File: config.mk
export PLATFORM = sky130hd
export DESIGN_NAME = vc_demux_flat
export DESIGN_NICKNAME = d
export VERILOG_FILES = /design/src/rtl/noc_pkg.sv /design/src/rtl/vc_demux_if.sv /design/src/rtl/vc_demux_fifo2.sv /design/src/rtl/vc_demux.sv /design/src/flat_wrapper.sv
export SDC_FILE = /design/constraint.sdc
export NUM_CORES = 2
export LEC_CHECK = 0
export CELL_PAD_IN_SITES_DETAIL_PLACEMENT = 1
export CELL_PAD_IN_SITES_GLOBAL_PLACEMENT = 2
export CORE_ASPECT_RATIO = 0.75
export CORE_MARGIN = 2
export CORE_UTILIZATION = 38
export DETAILED_ROUTE_END_ITERATION = 8
export GPL_TIMING_DRIVEN = 1
export PLACE_DENSITY_LB_ADDON = 0.1
export SLEW_MARGIN = 15
export SYNTH_ARGS = -nofsm -noshare
export SYNTH_HDL_FRONTEND = slang
export SYNTH_SLANG_ARGS = --single-unit
File: constraint.sdc
create_clock -name clk -period 4.5 [get_ports clk]
set_input_delay 0.45 -clock clk [delete_from_list [all_inputs] [get_ports clk]]
set_output_delay 0.45 -clock clk [all_outputs]
set_load 0.005 [all_outputs]
File: src/rtl/noc_pkg.sv
// Shared NoC types: flit type encoding, per-lane framing state and a flit-type decode helper.
package noc_pkg;

    localparam int unsigned FLIT_TYPE_W = 2;

    typedef enum logic [FLIT_TYPE_W-1:0] {
        BODY   = 2'b00,
        TAIL   = 2'b01,
        HEAD   = 2'b10,
        SINGLE = 2'b11
    } flit_type_t;

    typedef enum logic {
        IDLE = 1'b0,
        OPEN = 1'b1
    } lane_state_t;

    // Caller passes the top FLIT_TYPE_W bits of the flit so the helper stays width-agnostic.
    function automatic flit_type_t flit_type(input logic [FLIT_TYPE_W-1:0] typeBits);
        return flit_type_t'(typeBits);
    endfunction

endpackage

File: src/rtl/vc_demux_if.sv
// Switch-side and port-side bundle of the VC plane demux.
interface vc_demux_if #(
    parameter int unsigned VC         = 4,
    parameter int unsigned OUTPUTS    = 4,
    parameter int unsigned DATA_WIDTH = 32
);
    localparam int unsigned SEL_W = VC + 1;

    logic [SEL_W-1:0]                 VCPlaneSelector;
    logic [OUTPUTS*DATA_WIDTH-1:0]    data_out_switch;
    logic [OUTPUTS-1:0]               valid_out_switch;
    logic [OUTPUTS-1:0]               ready_out_switch;
    logic [VC*OUTPUTS*DATA_WIDTH-1:0] data_in_portVC;
    logic [VC*OUTPUTS-1:0]            valid_in_portVC;
    logic [VC*OUTPUTS-1:0]            ready_in_portVC;
    logic [VC*OUTPUTS-1:0]            packetActiveVC;
    logic                             framingError;

    modport master (
        output VCPlaneSelector, data_out_switch, valid_out_switch, ready_in_portVC,
        input  ready_out_switch, data_in_portVC, valid_in_portVC, packetActiveVC, framingError
    );

    modport slave (
        input  VCPlaneSelector, data_out_switch, valid_out_switch, ready_in_portVC,
        output ready_out_switch, data_in_portVC, valid_in_portVC, packetActiveVC, framingError
    );

endinterface

File: src/rtl/vc_demux_fifo2.sv
// One (VC, output) lane: 2-entry elastic FIFO with head register output, plus packet framing tracker.
module vc_demux_fifo2
    import noc_pkg::*;
#(
    parameter int unsigned DATA_WIDTH = 32
) (
    input  logic                  clk,
    input  logic                  rst_n,
    input  logic                  push,
    input  logic [DATA_WIDTH-1:0] din,
    input  logic                  popReady,
    output logic [DATA_WIDTH-1:0] dout,
    output logic                  valid,
    output logic                  full,
    output logic                  packetActive,
    output logic                  frameErr
);

    logic [DATA_WIDTH-1:0] headQ;
    logic [DATA_WIDTH-1:0] tailQ;
    logic [1:0]            countQ;
    lane_state_t           stateQ;
    logic                  errQ;
    logic                  popC;
    flit_type_t            flitTypeC;

    assign popC      = (countQ != 2'd0) && popReady;
    assign flitTypeC = flit_type(din[DATA_WIDTH-1 -: FLIT_TYPE_W]);

    // headQ always holds the oldest entry so the port sees it directly.
    always_ff @(posedge clk or negedge rst_n) begin
        if (!rst_n) begin
            headQ  <= '0;
            tailQ  <= '0;
            countQ <= 2'd0;
        end else begin
            unique case ({push, popC})
                2'b10: begin
                    if (countQ == 2'd0) headQ <= din;
                    else                tailQ <= din;
                    countQ <= countQ + 2'd1;
                end
                2'b01: begin
                    headQ  <= tailQ;
                    countQ <= countQ - 2'd1;
                end
                2'b11: begin
                    if (countQ == 2'd1) begin
                        headQ <= din;
                    end else begin
                        headQ <= tailQ;
                        tailQ <= din;
                    end
                end
                default: ;
            endcase
        end
    end

    // Framing tracker advances on every accepted write; violating flits are still stored.
    always_ff @(posedge clk or negedge rst_n) begin
        if (!rst_n) begin
            stateQ <= IDLE;
            errQ   <= 1'b0;
        end else if (push) begin
            unique case (stateQ)
                IDLE: begin
                    unique case (flitTypeC)
                        HEAD:    stateQ <= OPEN;
                        SINGLE:  stateQ <= IDLE;
                        default: errQ   <= 1'b1;
                    endcase
                end
                OPEN: begin
                    unique case (flitTypeC)
                        TAIL:    stateQ <= IDLE;
                        BODY:    stateQ <= OPEN;
                        default: errQ   <= 1'b1;
                    endcase
                end
                default: stateQ <= IDLE;
            endcase
        end
    end

    assign dout         = headQ;
    assign valid        = (countQ != 2'd0);
    assign full         = (countQ == 2'd2);
    assign packetActive = (stateQ == OPEN);
    assign frameErr     = errQ;

endmodule

File: src/rtl/vc_demux.sv
// Steers crossbar output flits into the VC plane named by VCPlaneSelector, one FIFO lane per (VC, output).
module vc_demux
    import noc_pkg::*;
#(
    parameter int unsigned VC         = 4,
    parameter int unsigned OUTPUTS    = 4,
    parameter int unsigned DATA_WIDTH = 32
) (
    input  logic        clk,
    input  logic        rst_n,
    vc_demux_if.slave   bus
);

    localparam int unsigned SEL_W = VC + 1;
    localparam int unsigned LANES = VC * OUTPUTS;

    logic [VC-1:0]      selHotC;
    logic               selValidC;
    logic [OUTPUTS-1:0] blockedC;
    logic [OUTPUTS-1:0] readyC;
    logic [LANES-1:0]   laneWriteC;
    logic [LANES-1:0]   laneFull;
    logic [LANES-1:0]   laneErr;
    logic               runningQ;

    // Holds ready low while in reset and until the first clock after release.
    always_ff @(posedge clk or negedge rst_n) begin
        if (!rst_n) runningQ <= 1'b0;
        else        runningQ <= 1'b1;
    end

    // Selector decode; out-of-range values select no plane.
    always_comb begin
        selHotC = '0;
        for (int unsigned v = 0; v < VC; v++) begin
            if (bus.VCPlaneSelector == SEL_W'(v)) selHotC[v] = 1'b1;
        end
        selValidC = |selHotC;
    end

    // Ready depends only on registered lane fullness of the selected plane.
    always_comb begin
        blockedC   = '0;
        laneWriteC = '0;
        for (int unsigned v = 0; v < VC; v++) begin
            for (int unsigned o = 0; o < OUTPUTS; o++) begin
                if (selHotC[v] && laneFull[v*OUTPUTS + o]) blockedC[o] = 1'b1;
            end
        end
        readyC = {OUTPUTS{runningQ & selValidC}} & ~blockedC;
        for (int unsigned v = 0; v < VC; v++) begin
            for (int unsigned o = 0; o < OUTPUTS; o++) begin
                laneWriteC[v*OUTPUTS + o] = selHotC[v] & bus.valid_out_switch[o] & readyC[o];
            end
        end
    end

    assign bus.ready_out_switch = readyC;
    assign bus.framingError     = |laneErr;

    for (genvar v = 0; v < VC; v++) begin : gVc
        for (genvar o = 0; o < OUTPUTS; o++) begin : gOut
            localparam int unsigned LANE = v*OUTPUTS + o;
            vc_demux_fifo2 #(
                .DATA_WIDTH(DATA_WIDTH)
            ) uLane (
                .clk          (clk),
                .rst_n        (rst_n),
                .push         (laneWriteC[LANE]),
                .din          (bus.data_out_switch[o*DATA_WIDTH +: DATA_WIDTH]),
                .popReady     (bus.ready_in_portVC[LANE]),
                .dout         (bus.data_in_portVC[LANE*DATA_WIDTH +: DATA_WIDTH]),
                .valid        (bus.valid_in_portVC[LANE]),
                .full         (laneFull[LANE]),
                .packetActive (bus.packetActiveVC[LANE]),
                .frameErr     (laneErr[LANE])
            );
        end
    end

endmodule

File: src/flat_wrapper.sv
// flat-port wrapper written by rule: the top's interface ports become plain ports
module vc_demux_flat import noc_pkg::*;
#(
    parameter int unsigned VC         = 4,
    parameter int unsigned OUTPUTS    = 4,
    parameter int unsigned DATA_WIDTH = 32
)
  (clk, rst_n, bus_VCPlaneSelector, bus_data_out_switch, bus_valid_out_switch, bus_ready_in_portVC, bus_ready_out_switch, bus_data_in_portVC, bus_valid_in_portVC, bus_packetActiveVC, bus_framingError);
  vc_demux_if #(.VC(VC), .OUTPUTS(OUTPUTS), .DATA_WIDTH(DATA_WIDTH)) bus_i ();
  input  logic clk;
  input  logic rst_n;
  input wire logic [$bits(bus_i.VCPlaneSelector)-1:0] bus_VCPlaneSelector;
  input wire logic [$bits(bus_i.data_out_switch)-1:0] bus_data_out_switch;
  input wire logic [$bits(bus_i.valid_out_switch)-1:0] bus_valid_out_switch;
  input wire logic [$bits(bus_i.ready_in_portVC)-1:0] bus_ready_in_portVC;
  output wire logic [$bits(bus_i.ready_out_switch)-1:0] bus_ready_out_switch;
  output wire logic [$bits(bus_i.data_in_portVC)-1:0] bus_data_in_portVC;
  output wire logic [$bits(bus_i.valid_in_portVC)-1:0] bus_valid_in_portVC;
  output wire logic [$bits(bus_i.packetActiveVC)-1:0] bus_packetActiveVC;
  output wire logic [$bits(bus_i.framingError)-1:0] bus_framingError;
  assign bus_i.VCPlaneSelector = bus_VCPlaneSelector;
  assign bus_i.data_out_switch = bus_data_out_switch;
  assign bus_i.valid_out_switch = bus_valid_out_switch;
  assign bus_i.ready_in_portVC = bus_ready_in_portVC;
  assign bus_ready_out_switch = bus_i.ready_out_switch;
  assign bus_data_in_portVC = bus_i.data_in_portVC;
  assign bus_valid_in_portVC = bus_i.valid_in_portVC;
  assign bus_packetActiveVC = bus_i.packetActiveVC;
  assign bus_framingError = bus_i.framingError;
  vc_demux #(.VC(VC), .OUTPUTS(OUTPUTS), .DATA_WIDTH(DATA_WIDTH)) u_core (.clk(clk), .rst_n(rst_n), .bus(bus_i));
endmodule
==> flow_summary_export.csv <==
group,metric,value,unit
clock_network,clock_sinks,1089,
detailed_routing,first_iter_violations,1747,
clock_network,cts_tree,"done",
floorplan,core-area,0.125,mm^2
sta,skew,22.4,ps
sta,finalCriticalPeriod,3560,ps
synth,synth_cell_types,53,
sta,finalSetupTns,0,ps
sta,setup_viol,0,
synth,yosysSeqAreaShare,56.9,%
worst_setup_path,endpoint,"bus_ready_out_switch[3]",
detailed_routing,wirelength,152,mm
placement,io_buffers,703,
detailed_routing,via_per_inst,5.34,
synth,synth_seq_cells,1089,
layout,fin_util,49.1,%
layout,final_cell_mix,"dfrtp_1 (1089), mux2_2 (912), clkdlybuf4s50_1 (702), a22o_1 (448), nand2_1 (149)",
sta,max-slew-margin-rel,40.6,%
synth,netlist_area,0.0479,mm^2
synth,async_reset_ff_share,100,%
run_status,status,"complete, no violations",
floorplan,start_util,38.4,%
layout,drive_gt1_share,30.0,%
sta,hold_violations,0,
global_route,gr-total-overflow,0,
sta,holdWs,349,ps
flow_run,drv_cap,0,
sta,slew_viol_final,0,
sta,grt_setup_unrepaired,"no",
global_route,grtUsageTotal,23.4,%
synth,synthCells,3455,
worst_setup_path,crit_path_max_fanout,11,
clock_network,clockRootBuffer,"clkbuf_16",
detailed_routing,ant_nets,0,
layout,final_nets,4388,
sta,fmax,0.281,GHz
detailed_routing,drt-pass1-iter-count,5,
worst_setup_path,slowest_stage,"clkdlybuf4s50_1",
clock_network,htree_levels,3,
worst_setup_path,rr_worst_depth,12,
sta,tightest_slew,889,ps
sta,fin_crit_sh,79.0,%
global_route,met2_usage,37.6,%
synth,yosys-top-cells-area,"dfrtp_1 (57%), mux2_2 (21%), a22o_1 (8.2%)",
worst_setup_path,crit_start,"u_core.gVc[3].gOut[3].uLane.countQ[0]",
pwr,p_leak,28.9,nW
pwr,ir_drop,0.311,mV
floorplan,fp.dieH,311,um
global_route,antenna_found_initial,22,
placement,dpl_cell_area,0.0571,mm^2
clock_network,postCtsSetupRepairBufs,0,
worst_setup_path,r2r-start,"u_core.gVc[3].gOut[3].uLane.countQ[0]",
worst_setup_path,cp_cell_sequence,"inv_1 > ha_1 > mux2_2 > a32o_1 > buf_4 > nor2_1 > clkdlybuf4s50_1",
detailed_routing,wire_per_inst,25.8,um
layout,nFillCells,12500,
worst_setup_path,path_class,"reg2out",
global_route,grt_busiest_layer,"met2",
layout,finalInstanceArea,0.0612,mm^2
placement,dp_slack,330,ps
synth,syn_nets,3706,
layout,final_common_cell,"dfrtp_1",
clock_network,clock_path_buffers,3,
layout,area_growth_syn_to_layout,27.8,%
floorplan,fp.dieW,414,um
placement,place_hpwl,102,mm
floorplan,io_pins,704,
clock_network,clkTransAtPathRegs,60,ps
detailed_routing,vias,31500,
synth,synthFlopType,"dfrtp_1",
clock_network,cts_made_buffers,115,
worst_setup_path,reg2reg_to,"u_core.gVc[0].gOut[3].uLane.dout[15]",
worst_setup_path,arrival,3110,ps
synth,synth_top_area_cell,"dfrtp_1",
floorplan,row_count,112,
worst_setup_path,r2r_slack,970,ps
detailed_routing,drc,0,
global_route,grt_pass1_vias,33300,
global_route,use_met1,31.1,%
worst_setup_path,cp_data_required_time,4050,ps
floorplan,fp.dieArea,0.129,mm^2
synth,ys.warnings.count,0,
placement,gp_routability_congestion,0.790,
synth,synth-edff-count,0,
synth,synth_top_cell_area_share,56.9,%
global_route,grt_pass1_wl,226,mm
pwr,powerDensity,642,mW/mm^2
clock_network,ctsResizeCount,0,
worst_setup_path,start_kind,"flop",
synth,synth_area_per_cell,13.9,um^2
clock_network,insertion_delay,740,ps
worst_setup_path,crit_path_max_incr_delay,730,ps
worst_hold_path,hold_class,"in2async",
worst_setup_path,worstSetupEndpointType,"output pin",
sta,fin_ws,944,ps
global_route,grt_util_met3,5.21,%
global_route,grt_max_degree,106,
==> what timing repair did <==
item | CTS | global route
endpoints found under the hold margin | 59 | 0
endpoints found under the setup margin | 0 | 0
hold buffers | 1 | 0
==> logic make-up after synthesis <==
| group | share of synthesized area (%) |
|---|---|
| xor gates and xnor gates | 0.878 |
| and+or+nand+nor | 2.08 |
| muxes | 22.8 |
| DFF | 56.9 |
| AOI/OAI and AO/OA | 11.7 |
| other | 0.00783 |
| buffers and inverters | 3.06 |
| adders and majority gates | 2.51 |
==> metrics by stage <==
stage	total power, mW	std cells
after global routing	41.4	5899
after global placement	29.3	5672
after detailed placement	29.5	5672
after CTS	39.9	5886
final	39.3	5900
after floorplan	21.3	3455
==> how the worst min path moves through the flow <==
stage | to | cells past startpoint
4_1_cts | u_core.gVc[0].gOut[0].uLane.tailQ[3] | 2
6_report | u_core.gVc[1].gOut[0].uLane.dout[10] | 2
2_1_floorplan | u_core.gVc[0].gOut[0].uLane.countQ[0] | 0
5_1_grt | u_core.gVc[1].gOut[0].uLane.dout[10] | 2
3_3_place_gp | u_core.gVc[1].gOut[1].uLane.frameErr | 1
3_5_place_dp | u_core.gVc[1].gOut[1].uLane.frameErr | 1
==> state kept, by name, summed over array words and instances (netlist names) <==
| register | cells |
|---|---|
| u_core.runningQ | 1 |
| u_core.gVc.gOut.uLane.packetActive | 16 |
| u_core.gVc.gOut.uLane.frameErr | 16 |
| u_core.gVc.gOut.uLane.countQ | 32 |
| u_core.gVc.gOut.uLane.tailQ | 512 |
| u_core.gVc.gOut.uLane.dout | 512 |
==> report_power, final <==
part           leakage [nW]  internal (mW)  total, mW  switching, mW
registers              14.1           13.1       15.3           2.24
logic                  12.8           8.03       13.9           5.86
clock network          1.98           5.87       10.1           4.19
==> cells in the mapped netlist, types with 26 or more instances <==
master / count
a22oi_1: 64
mux2_2: 912
clkbuf_1: 171
a22o_1: 448
buf_2: 28
dfrtp_1: 1089
o21ai_0: 108
nand2_1: 149
a21oi_1: 26
xnor2_1: 48
inv_1: 85
buf_4: 32
mux2_4: 30
ha_1: 96
==> per-layer routing <==
layer	routed length [um]	part of all wire (%)
met2	72800	48
met1	67400	44
met4	4790	3.2
met5	86	0.057
met3	6970	4.6
==> layout make-up <==
cell class                 count  area [um^2]  area share (%)
antenna                       14         35.0          0.0572
clock buffer                 175         3490            5.71
clock inverter                38          508           0.830
inverter                      86          324           0.530
multi-input combinational   2031        19300            31.6
sequential                  1089        27300            44.5
tap                         1653         2070            3.38
timing repair buffer         814         8170            13.3
==> worst max-delay path: cells and delay by family (launching register included) <==
kind	cells	cell delay [ps]
simple gates	1	190
flops	1	390
buf+inv	3	1010
mux	1	280
fa+ha+maj	1	260
compound gates	1	230
No activity file was read; power rests on OpenSTA's default activity.
